--- config.mk ---
export PLATFORM = sky130hd
export DESIGN_NAME = i2s_tx_multi
export DESIGN_NICKNAME = d
export VERILOG_FILES = /design/src/rtl/i2s_tx_multi.sv
export SDC_FILE = /design/constraint.sdc
export NUM_CORES = 1
export LEC_CHECK = 0
export CORE_MARGIN = 1.5
export CORE_UTILIZATION = 57
export CTS_BUF_LIST = sky130_fd_sc_hd__clkbuf_16
export CTS_CLUSTER_DIAMETER = 120
export DETAILED_ROUTE_END_ITERATION = 10
export GPL_TIMING_DRIVEN = 0
export PLACE_DENSITY = 0.79
export SETUP_SLACK_MARGIN = 0.2
export SYNTH_ARGS = -nofsm -noshare
export SYNTH_HDL_FRONTEND = slang
export SYNTH_SLANG_ARGS = --single-unit
--- constraint.sdc ---
create_clock -name clock_in -period 4.3 [get_ports clock_in]
set_input_delay 0.86 -clock clock_in [delete_from_list [all_inputs] [get_ports clock_in]]
set_output_delay 0.86 -clock clock_in [all_outputs]
set_load 0.005 [all_outputs]
--- src/rtl/i2s_tx_multi.sv ---
// Slave-mode I2S / TDM transmitter: serialises CHANNELS samples per frame from external bit and
// LR clocks, with a one-frame holding buffer, underrun reporting and I2S or left-justified framing.
module i2s_tx_multi #(
    parameter int unsigned BIT_NUM   = 16,
    parameter int unsigned SLOT_BITS = 32,
    parameter int unsigned CHANNELS  = 2,
    parameter int unsigned MODE      = 0
) (
    input  logic                        clock_in,
    input  logic                        reset,
    input  logic                        clock_bit,
    input  logic                        clock_lr,
    input  logic [BIT_NUM*CHANNELS-1:0] data_in,
    input  logic                        data_valid,
    output logic                        data_ready,
    output logic                        data_out,
    output logic                        frame_start,
    output logic                        underrun
);
    localparam int unsigned FRAME_BITS = SLOT_BITS * CHANNELS;
    localparam int unsigned CNT_W      = $clog2(FRAME_BITS + 1);
    localparam logic [CNT_W-1:0] FRAME_CNT = CNT_W'(FRAME_BITS);

    logic                        bit_s1, bit_s2, bit_prev;
    logic                        lr_s1, lr_s2;
    logic                        lr_cap;
    logic                        bit_rise, bit_fall, cap_edge, start, accept;
    logic                        ready_en, hold_full;
    logic [BIT_NUM*CHANNELS-1:0] hold_buf;
    logic [FRAME_BITS-1:0]       shifter, load_word, shift_src;
    logic [CNT_W-1:0]            bit_cnt, cnt_src;

    assign bit_rise   = bit_s2 & ~bit_prev;
    assign bit_fall   = ~bit_s2 & bit_prev;
    // LR is sampled on the edge that defines the frame boundary for the selected framing.
    assign cap_edge   = (MODE == 0) ? bit_rise : bit_fall;
    assign start      = cap_edge & ~lr_s2 & lr_cap;
    assign data_ready = ready_en & ~hold_full;
    assign accept     = data_valid & data_ready;

    always_comb begin
        load_word = '0;
        for (int unsigned c = 0; c < CHANNELS; c++) begin
            load_word[(CHANNELS - c) * SLOT_BITS - 1 -: BIT_NUM] =
                hold_buf[c * BIT_NUM +: BIT_NUM];
        end
    end

    // In left-justified mode the load and the first shift share a cycle, so both use these.
    always_comb begin
        shift_src = shifter;
        cnt_src   = bit_cnt;
        if (start) begin
            shift_src = hold_full ? load_word : '0;
            cnt_src   = '0;
        end
    end

    always_ff @(posedge clock_in or posedge reset) begin
        if (reset) begin
            bit_s1      <= 1'b0;
            bit_s2      <= 1'b0;
            bit_prev    <= 1'b0;
            lr_s1       <= 1'b0;
            lr_s2       <= 1'b0;
            lr_cap      <= 1'b0;
            ready_en    <= 1'b0;
            hold_full   <= 1'b0;
            hold_buf    <= '0;
            shifter     <= '0;
            bit_cnt     <= '0;
            data_out    <= 1'b0;
            frame_start <= 1'b0;
            underrun    <= 1'b0;
        end else begin
            bit_s1      <= clock_bit;
            bit_s2      <= bit_s1;
            bit_prev    <= bit_s2;
            lr_s1       <= clock_lr;
            lr_s2       <= lr_s1;
            ready_en    <= 1'b1;
            frame_start <= start;
            underrun    <= start & ~hold_full;

            if (cap_edge) begin
                lr_cap <= lr_s2;
            end

            // A full buffer blocks accept, so on a frame start the flag simply follows accept.
            if (start) begin
                hold_full <= accept;
            end else if (accept) begin
                hold_full <= 1'b1;
            end
            if (accept) begin
                hold_buf <= data_in;
            end

            if (bit_fall) begin
                data_out <= shift_src[FRAME_BITS-1] & (cnt_src < FRAME_CNT);
                shifter  <= shift_src << 1;
                bit_cnt  <= (cnt_src == FRAME_CNT) ? cnt_src : cnt_src + CNT_W'(1);
            end else if (start) begin
                shifter <= shift_src;
                bit_cnt <= cnt_src;
            end
        end
    end

endmodule
======== After elaboration in Yosys (flattened, before gate mapping) ========
Index checks and enable logic that the tools add are counted.
W data, S select, Z words.
storage, ports and cells
  register bits after elaboration ......... 114
  bits in latches ......................... 0
  bits in writable memories ............... 0
  memory bits (read-only) ................. 0
  output and inout port bits .............. 4
  memories kept ........................... 0
operators by class
  add/subtract/negate cells ............... 1
  $mul .................................... 0
  div/mod/pow operators ................... 0
  magnitude comparators ................... 1
  equality and inequality tests ........... 1
  shifts and indexed selects .............. 0
  mux-type cells .......................... 10
  bitwise gates (word level) .............. 12
  reductions and logical operators ........ 2
operators by type and width
  kind                   count
  $mux W64               4
  $mux W7                4
  $and A1 B1 Y1          8
  $add A7 B1 Y7 const B  1
  $eq A7 B7 Y1 const B   1
  $lt A7 B7 Y1 const B   1
  $not A1 Y1             4
  $reduce_bool A2 Y1     2
  $mux W1                2

======== Longest topological paths before layout ========
  depth after elaboration ................. 8
  gate-level depth with buffers ........... 7

======== Worst setup path after synthesis ========
No wires, ideal clock.
  kind .................................... input port to flip-flop
  start ................................... in data_valid
  end ..................................... reg hold_buf[10]
  arrival ................................. 1.553 ns
  required time ........................... 4.175 ns
  path slack .............................. 2.622 ns
  stages on the path ...................... 3
  path through ............................ nand2_1 buf_2 mux2_2
between the ends
  word-level cells in the longest chain between the ends .. 1
ends and longest elaborated chain
  element                 RTL line  source
  start: declaration      14        input logic data_valid,
  $and A1 B1 Y1           39        assign accept = data_valid & data_ready;
  end signal: assignment  96        hold_buf <= data_in;
  end: declaration        29        logic [BIT_NUM*CHANNELS-1:0] hold_buf;
Every way passes these cells.
A chain may end at the register's enable or synchronous reset.

======== Worst setup path after layout ========
  start ................................... reg hold_full
  end ..................................... out data_ready
between the ends
  word-level cells in the longest chain between the ends .. 2
ends and longest elaborated chain
  element                   RTL line  source
  start: declaration        28        logic ready_en, hold_full;
  start signal: assignment  91        hold_full <= accept;
  $not A1 Y1                38        assign data_ready = ready_en & ~hold_full;
  $and A1 B1 Y1             38
  end: declaration          15        output logic data_ready,
Every way passes these cells.

==> results.md <==
* Slew Limit Fails at 0
* CTS clk-pin slew, worst paths at 0.05 ns
* Post-CTS sizing at 0
* Syn Std Cell Area at 0.00461 mm²
* Power Density at 618 mW/mm²
* CTS tree: done
* Width of the chip at 92.9 µm
* Total number of vias at 3325
* Leakage at 2.64 nW
* Pint at 2.64 mW
* # Post-CTS Setup Buffers at 0
* Final setup viols at 0
* Layout area overhead at 25.2%
* Largest net degree at the start of global routing at 64
* Power share of the clock group at 39.9%
* Slew headroom at 56.0%
* Synth area leader: dfrtp_1
* Routed len/inst at 16.8 µm
* Post-synth EDFFs at 0
* Least-Margin Pin Slew at 0.660 ns
* Clock Path Buffers at 2
* Die Ht at 92.9 µm
* Vias in the first global route at 3492
* Site Rows at 32
* Asr flop ratio synth at 100%
* FF-to-FF End: shifter[52]$_DFFE_PP0P_
* Global Route Usage Sum at 25.3%
* DR top layer: met4
* Final Hold Fails at 0
* Cts bufs inserted at 17
* Final HPWL DP at 5930 µm
* Root Buffer: clkbuf_16
* First-pass GRT wire length at 16500 µm
* IO Count at 41
* IO Port Bufs at 40
* WHS Endpoint: lr_s2$_DFF_PP0_
* Met3 routed WL at 405 µm
* Core area at 0.00777 mm²
* Dominant cells by area after synthesis: dfrtp_1 62%, mux2_2 8.1%, nand2_1 6.9%
* Most common cell in the netlist: dfrtp_1
* Simple-gate share of the synthesized area at 14.8%
* Final min period at 2.35 ns
* Synth Register Bits at 114
* Combinational group share of total power at 15.6%
* Clk_lat worst skew at 0.41 ns
* RePlAce Congestion at 0.744
* Worst IR drop on VDD at 411 µV
* Setup slack, reg-to-reg at 2.58 ns
* Unrepaired setup endpoints after global routing: no
* Net Sw Power at 921 µW
* DR iter-0 viols at 226
* Cell area after placement at 0.00517 mm²
* CP startpoint kind: flop
* Met2 Routed Length at 5170 µm
* Number of diodes at 0
* Finished Cell Area at 0.00577 mm²
* Crit Path Category: flop to output pin
* TritonRoute pass-1 iters at 6
* Ys flop type: dfrtp_1
* Nets at 503
* # hold bufs at CTS at 0
* Multiplexer area fraction after synthesis at 11.8%
* Initial core utilization at 59.4%
* Maximum net fanout on the critical path at 2
* Share of layout cells above drive strength 1 at 18.2%
* Final period util at 54.6%
* Fin Clk Skew at 0.0110 ns
* Compound-Gate Fraction of Synth Area at 7.60%
* CP Capture Type: output pin
* Min-delay src: lr_s1$_DFF_PP0_
* H-tree levels at 4
* Crit path required time at 3.44 ns
* Cells after synthesis at 406
* Reg2reg path depth at 7
* Vias per inst at 5.72
* Fmax at 426 MHz
* DR DRC count at 0
* Remaining Overflow, GRT at 0
* Synth Area in XOR/XNOR at 0.190%
* Worst EP arrival at 1.49 ns
* Max-cap viol count at 0
* Initial antenna violation count at 0
* Top cell type's share of synthesized area at 61.9%
* Post-Route WL at 9760 µm
* Largest family of logic cells by synthesized area: simple AND/OR/NAND/NOR gates
* Commonest cells in the netlist: 114 x dfrtp_1, 85 x nand2_1, 50 x nand3_1, 33 x mux2_2, 30 x a21oi_1
* Sw frac at 25.8%
* Reg2Reg Launch Point: bit_prev$_DFF_PP0_
* M1 WL at 4070 µm
* Setup_tns at 0 ns
* Post-synthesis adder-cell area fraction at 0%
* DRT antenna net count at 0
* Worst min-delay path class: flop to flop
* Library cells used by synthesis at 33
* Syn. warnings at 0
* Average size of a mapped cell at 11.4 µm²
* Seq pwr share at 44.5%
* Outcome: completed
* Clock sink total at 114
* Total die area at 0.00864 mm²
* Worst hold stages at 0
* Syn_nets at 443
* Sequential share of the synthesized area at 61.9%
-- power by group through the flow --
stage | Combinational, mW | Sequential [mW] | Clock, mW
2_1_floorplan | 0.410 | 1.53 | 0
3_3_place_gp | 0.508 | 1.57 | 0
3_5_place_dp | 0.544 | 1.59 | 0
4_1_cts | 0.560 | 1.58 | 1.43
5_1_grt | 0.614 | 1.62 | 1.49
6_report | 0.555 | 1.59 | 1.42
-- per-layer routing --
metal	global-route usage (%)	up-vias
met4	10.9	0
met5	0	-
met2	43.1	91
met1	31.0	1693
met3	5.67	15
li1	-	1526
-- how the worst max path moves through the flow --
stage | from | endpoint | slack (ns)
2_1_floorplan | reset | bit_cnt[0]$_DFFE_PP0P_ | 0.42
3_3_place_gp | reset | hold_buf[26]$_DFFE_PP0P_ | -1.06
3_5_place_dp | data_valid | hold_buf[0]$_DFFE_PP0P_ | 2.04
4_1_cts | hold_full$_DFFE_PP0P_ | data_ready | 1.95
5_1_grt | hold_full$_DFFE_PP0P_ | data_ready | 1.86
6_report | hold_full$_DFFE_PP0P_ | data_ready | 1.95
-- critical path, cell delays in order, from the launching register on --
cell             delay [ns]
dfrtp_1                0.39
nor2b_1                0.17
clkdlybuf4s50_1        0.53
-- sequential cells by signal (all words and copies together) (netlist names) --
name / cells
shifter: 64
hold_buf: 32
bit_cnt: 7
bit_prev: 1
bit_s1: 1
bit_s2: 1
data_out: 1
frame_start: 1
hold_full: 1
lr_cap: 1
lr_s1: 1
lr_s2: 1
ready_en: 1
underrun: 1
-- placed cells by master (no fill, tap or decap), drive strengths merged, types with 8 or more instances in the layout --
cell type	Yosys	final
o2bb2ai	16	16
clkbuf	8	25
clkdlybuf4s50	0	40
mux2	33	33
mux2i	17	17
nand2	85	85
inv	4	8
nand3	50	50
a21oi	30	30
dfrtp	114	114
buf	22	23
-- cells by family after synthesis --
group                     after synthesis
AOI/OAI and AO/OA                      54
xor gates and xnor gates                1
buffers and inverters                  34
DFF                                   114
muxes                                  50
other                                   1
and+or+nand+nor                       152
-- per-stage QoR --
stage	utilization, %	setup slack [ns]	std cells	hold slack (ns)	total power, mW
floorplan	-	0.424	406	0.331	1.94
global placement	66.2	-1.06	548	0.333	2.08
detailed placement	66.5	2.04	549	0.340	2.13
CTS	74.3	1.95	581	0.348	3.57
global route	74.3	1.86	581	0.361	3.72
finish	74.3	1.95	581	0.345	3.57
-- final cells by class --
class / count / area [µm²]
clock inverters: 15 / 176
multi-input cells: 258 / 1590
flip-flops and latches: 114 / 2850
repair buffers: 41 / 428
fillers: 499 / 2000
well taps: 102 / 128
inverters: 4 / 17.5
clock buffers: 17 / 425
plain buffers: 30 / 154
(Power assumes the default switching activity.)
